<file path="src/rtl/yuv_seq_ctrl_if.sv">
// Handshake and control bundle between the YUV sequencing controller and its
// pixel source, pixel sink and datapath.
interface yuv_seq_ctrl_if #(
   parameter int CNT_W = 16
);
   logic             in_valid;
   logic             in_ready;
   logic             out_valid;
   logic             out_ready;
   logic             frame_last;
   logic [CNT_W-1:0] pix_cnt;
   logic             busy;
   logic [15:0]      control;

   modport master (
      input  in_valid,
      input  out_ready,
      output in_ready,
      output out_valid,
      output frame_last,
      output pix_cnt,
      output busy,
      output control
   );

   modport slave (
      output in_valid,
      output out_ready,
      input  in_ready,
      input  out_valid,
      input  frame_last,
      input  pix_cnt,
      input  busy,
      input  control
   );
endinterface

</file>
<file path="src/rtl/yuv_seq_ctrl.sv">
// Sequences the RGB->YUV datapath through MUL/ADD/OUT for each of the Y, U and V
// channels, then presents the finished pixel and tracks its position in the frame.
module yuv_seq_ctrl #(
   parameter logic [2:0] OFFSET_MASK  = 3'b110,
   parameter int         FRAME_PIXELS = 64,
   parameter int         CNT_W        = 16
) (
   input  logic           clk,
   input  logic           rst_n,
   yuv_seq_ctrl_if.master bus
);

   typedef enum logic [2:0] {
      S_IDLE,
      S_MUL,
      S_ADD,
      S_OUT,
      S_DONE
   } state_t;

   localparam logic [CNT_W-1:0] LAST_PIX = CNT_W'(FRAME_PIXELS - 1);

   state_t           state_q, state_d;
   logic [1:0]       ch_q, ch_d;
   logic [CNT_W-1:0] pix_cnt_q, pix_cnt_d;

   logic             in_ready;
   logic             out_valid;
   logic             frame_last;
   logic             busy;
   logic [15:0]      control;

   always_ff @(posedge clk or negedge rst_n) begin
      if (!rst_n) begin
         state_q   <= S_IDLE;
         ch_q      <= 2'd0;
         pix_cnt_q <= '0;
      end else begin
         state_q   <= state_d;
         ch_q      <= ch_d;
         pix_cnt_q <= pix_cnt_d;
      end
   end

   always_comb begin
      state_d    = state_q;
      ch_d       = ch_q;
      pix_cnt_d  = pix_cnt_q;
      in_ready   = 1'b0;
      out_valid  = 1'b0;
      frame_last = 1'b0;
      busy       = 1'b1;
      control    = 16'h0000;

      case (state_q)
         S_IDLE: begin
            busy     = 1'b0;
            in_ready = 1'b1;
            if (bus.in_valid) begin
               control[15:13] = 3'b111;
               ch_d           = 2'd0;
               state_d        = S_MUL;
            end
         end

         S_MUL: begin
            control[12]  = 1'b1;
            control[11]  = 1'b1;
            control[8]   = 1'b1;
            control[4:3] = ch_q;
            state_d      = S_ADD;
         end

         S_ADD: begin
            control[9]   = 1'b1;
            control[4:3] = ch_q;
            if (OFFSET_MASK[ch_q]) begin
               control[10] = 1'b1;
               control[2]  = 1'b1;
            end
            state_d = S_OUT;
         end

         S_OUT: begin
            control[7:5] = 3'b100 >> ch_q;
            control[0]   = OFFSET_MASK[ch_q];
            // ROM is registered: issue the next channel's index now so it is ready at MUL.
            if (ch_q == 2'd2) begin
               control[4:3] = 2'd0;
               state_d      = S_DONE;
            end else begin
               control[4:3] = ch_q + 2'd1;
               ch_d         = ch_q + 2'd1;
               state_d      = S_MUL;
            end
         end

         S_DONE: begin
            out_valid  = 1'b1;
            frame_last = (pix_cnt_q == LAST_PIX);
            if (bus.out_ready) begin
               pix_cnt_d = (pix_cnt_q == LAST_PIX) ? '0 : pix_cnt_q + 1'b1;
               state_d   = S_IDLE;
            end
         end

         default: state_d = S_IDLE;
      endcase
   end

   assign bus.in_ready   = in_ready;
   assign bus.out_valid  = out_valid;
   assign bus.frame_last = frame_last;
   assign bus.pix_cnt    = pix_cnt_q;
   assign bus.busy       = busy;
   assign bus.control    = control;

endmodule

</file>
<file path="src/flat_wrapper.sv">
// flat-port wrapper written by rule: the top's interface ports become plain ports
module yuv_seq_ctrl_flat 
#(
   parameter logic [2:0] OFFSET_MASK  = 3'b110,
   parameter int         FRAME_PIXELS = 64,
   parameter int         CNT_W        = 16
)
  (clk, rst_n, bus_in_valid, bus_out_ready, bus_in_ready, bus_out_valid, bus_frame_last, bus_pix_cnt, bus_busy, bus_control);
  yuv_seq_ctrl_if #(.CNT_W(CNT_W)) bus_i ();
  input  logic clk;
  input  logic rst_n;
  input wire logic [$bits(bus_i.in_valid)-1:0] bus_in_valid;
  input wire logic [$bits(bus_i.out_ready)-1:0] bus_out_ready;
  output wire logic [$bits(bus_i.in_ready)-1:0] bus_in_ready;
  output wire logic [$bits(bus_i.out_valid)-1:0] bus_out_valid;
  output wire logic [$bits(bus_i.frame_last)-1:0] bus_frame_last;
  output wire logic [$bits(bus_i.pix_cnt)-1:0] bus_pix_cnt;
  output wire logic [$bits(bus_i.busy)-1:0] bus_busy;
  output wire logic [$bits(bus_i.control)-1:0] bus_control;
  assign bus_i.in_valid = bus_in_valid;
  assign bus_i.out_ready = bus_out_ready;
  assign bus_in_ready = bus_i.in_ready;
  assign bus_out_valid = bus_i.out_valid;
  assign bus_frame_last = bus_i.frame_last;
  assign bus_pix_cnt = bus_i.pix_cnt;
  assign bus_busy = bus_i.busy;
  assign bus_control = bus_i.control;
  yuv_seq_ctrl #(.OFFSET_MASK(OFFSET_MASK), .FRAME_PIXELS(FRAME_PIXELS), .CNT_W(CNT_W)) u_core (.clk(clk), .rst_n(rst_n), .bus(bus_i));
endmodule
</file>
<file path="config.mk">
export PLATFORM = sky130hd
export DESIGN_NAME = yuv_seq_ctrl_flat
export DESIGN_NICKNAME = d
export VERILOG_FILES = /design/src/rtl/yuv_seq_ctrl_if.sv /design/src/rtl/yuv_seq_ctrl.sv /design/src/flat_wrapper.sv
export SDC_FILE = /design/constraint.sdc
export NUM_CORES = 1
export LEC_CHECK = 0
export CAP_MARGIN = 5
export CELL_PAD_IN_SITES_DETAIL_PLACEMENT = 1
export CELL_PAD_IN_SITES_GLOBAL_PLACEMENT = 1
export CORE_MARGIN = 2
export CORE_UTILIZATION = 34
export DETAILED_ROUTE_END_ITERATION = 10
export GPL_ROUTABILITY_DRIVEN = 0
export PLACE_DENSITY_LB_ADDON = 0.1
export SLEW_MARGIN = 40
export SYNTH_ARGS = -nofsm -noshare
export SYNTH_HDL_FRONTEND = slang
export SYNTH_SLANG_ARGS = --single-unit
</file>
<file path="constraint.sdc">
create_clock -name clk -period 1.91 [get_ports clk]
set_input_delay 0.191 -clock clk [delete_from_list [all_inputs] [get_ports clk]]
set_output_delay 0.191 -clock clk [all_outputs]
set_load 0.02 [all_outputs]
</file>
==> flow_summary.toml <==
[critical_path]
rr_worst_depth = 5
worst_r2r_endpoint = "u_core.bus.pix_cnt[13]"
r2r_start = "u_core.state_q[0]"
r2r_slack_ns = 0.19
start_kind = "flop"
crit_arrival_ns = 1.65
path_max_fanout = 2
startpoint = "u_core.bus.pix_cnt[0]"
endpoint_kind = "output port"
worst-setup-path-type = "flop to output port"
cp.required_ns = 1.72
cp-endpoint = "bus_frame_last"

[timing]
fin_ws_ns = 0.07017
whs_ns = 0.2052
hold_violations = 0
fin_crit_ns = 1.840
finalMaxSlewViolations = 0
fin_skew_ns = 0.01158
rsz0062_at_grt = "yes"
finalSetupViolations = 0
max_freq_mhz = 543.5
fin_crit_sh = 0.9633

[global_route]
grt_start_max_net_pins = 22
grt_use_total = 0.1853
grt-ovfl-total = 0
grt_pass1_wl_um = 5830
grt_antenna_before_repair = 0
grt_pass1_vias = 1172

[final_layout]
final_common_cell = "buf_4"
drive_gt1_frac = 0.2737
fillers = 396
fin_nets = 188
diodes = 0
syn2layout_area_growth_pct = 48.57
final_cell_mix = "buf_4, clkdlybuf4s50_1, dfrtp_1"

[cts]
insertion_delay_ns = 0.32
cts_tree = "built"
clockRootBuffer = "clkbuf_4"
cts_inserted_buffers = 3
cts_buffer_depth = 2
clkTransAtPathRegs_ns = 0.14
clock_sinks = 21
htree_levels = 1

[route]
drc_errors = 0
drtPass1Iterations = 4
drtAntennaViolNets = 0
vias_per_cell = 4.773
vias = 1074
wire_per_inst_um = 15.27
drtIter0Drc = 55
totalWireLength_um = 3436

[synthesis]
synth_area_leaders = "dfrtp_1, xnor2_1, buf_4"
async_reset_ff_frac = 1.000
synth.top_cell.area_share = 0.4294
synth_cells = 120
netlist_area_mm2 = 0.001224
yosysWarnings = 0
synth-seq-cells = 21
synth_nets = 128
postSynthAreaPerCell_um2 = 10.20
synth-main-ff-cell = "dfrtp_1"
synth_area_leader_cell = "dfrtp_1"
synth-edff-count = 0
synth_cell_types = 35
seq_area_frac_synth = 0.4294

[job]
max-cap-violations = 0

[floorplanning]
start_util = 0.3610
rows = 21
core_mm2 = 0.003390
io_pins = 40
die_y_um = 63.99
die_area_mm2 = 0.004095
dieWidth_um = 63.99

[place]
portBuffers = 38
dp_hpwl_um = 2662
dp_slack_ns = -0.07147

[status]
status = "finished, final reports clean"

[power_and_ir_drop]
leakagePower_nw = 0.9027
irDropWorstVdd_v = 0.0006136
powerDensity_mw_per_mm2 = 948.1

[worst_hold_path]
hold_class = "primary input to asynchronous set/reset pin"
==> cell families (layout without fill, tap and decap cells) <==
logic type / after synthesis / count (layout) / share of synthesized area
simple gates: 56 / 56 / 0.3006
compound gates: 12 / 12 / 0.05828
mux: 2 / 2 / 0.01840
fa+ha+maj: 4 / 4 / 0.04090
flops: 21 / 21 / 0.4294
buf+inv: 13 / 72 / 0.07055
other cells: 1 / 1 / 0.003065
xor+xnor: 11 / 11 / 0.07874
==> through the flow <==
step	power, W	area [um2]	cells	setup TNS [ns]	util
final	0.001724	1818	225	0	0.5364
after global routing	0.001849	1818	225	-0.04617	0.5364
after CTS	0.001717	1787	224	-0.1079	0.5271
after detailed placement	0.001544	1763	218	-0.07147	0.5201
after global placement	0.001515	1763	218	0	0.5201
after floorplan	0.001137	1224	120	0	-
==> report_power, final <==
group,total [W],internal [W],switching [W]
combinational,0.000918,0.000437,0.000481
sequential,0.000574,0.000502,0.0000720
clock,0.000232,0.0000784,0.000154
==> worst max-delay path, cell delays in order, from the launching register on <==
cell and delay, ns:
dfrtp_1 0.39, ha_2 0.20, nor4bb_4 0.19, and4_1 0.26, nor2b_1 0.14, buf_4 0.15
==> synth_stat cells (4+ instances only) <==
cell / count
dfrtp_1: 21
nand2_1: 12
xnor2_1: 9
buf_4: 8
and2_1: 7
nand3_1: 5
nor2_1: 5
ha_1: 4
inv_1: 4
o21ai_0: 4
==> routing by layer <==
| layer | global-route usage | share of wire | routed length (um) | vias up |
|---|---|---|---|---|
| met5 | 0 | 0 | 0 | - |
| met4 | 0.04891 | 0.0052 | 18 | 0 |
| met3 | 0.02993 | 0.028 | 95 | 2 |
| met2 | 0.3216 | 0.51 | 1757 | 21 |
| met1 | 0.2377 | 0.46 | 1565 | 532 |
| li1 | - | - | - | 519 |
==> how the worst min path moves through the flow <==
stage	cells past startpoint	end	from
2_1_floorplan	0	u_core.bus.pix_cnt[0]	rst_n
3_3_place_gp	2	u_core.bus.pix_cnt[10]	u_core.bus.pix_cnt[10]
3_5_place_dp	2	u_core.bus.pix_cnt[2]	rst_n
4_1_cts	2	u_core.bus.pix_cnt[2]	rst_n
5_1_grt	2	u_core.state_q[2]	rst_n
6_report	2	u_core.bus.pix_cnt[2]	rst_n
==> flip-flops by register name (all words and copies together) (netlist names) <==
name                flops
u_core.bus.pix_cnt     16
u_core.ch_q             2
u_core.state_q          3
==> final cells by class <==
| class | count | area [um2] | area share |
|---|---|---|---|
| Sequential cell | 21 | 528.0 | 0.2904 |
| Clock inverter | 1 | 5.005 | 0.002753 |
| Clock buffer | 3 | 22.52 | 0.01239 |
| Tap cell | 46 | 57.56 | 0.03166 |
| Timing Repair Buffer | 64 | 550.5 | 0.3028 |
| Inverter | 4 | 15.01 | 0.008259 |
| Multi-Input combinational cell | 86 | 639.4 | 0.3517 |
==> repair_timing <==
action,4_1_cts,5_1_grt
resized for setup,28,9
hold buffers,0,0
setup endpoints to repair,17,4
pin swaps,0,1
buffers inserted,2,1
(Power assumes the default switching activity.)
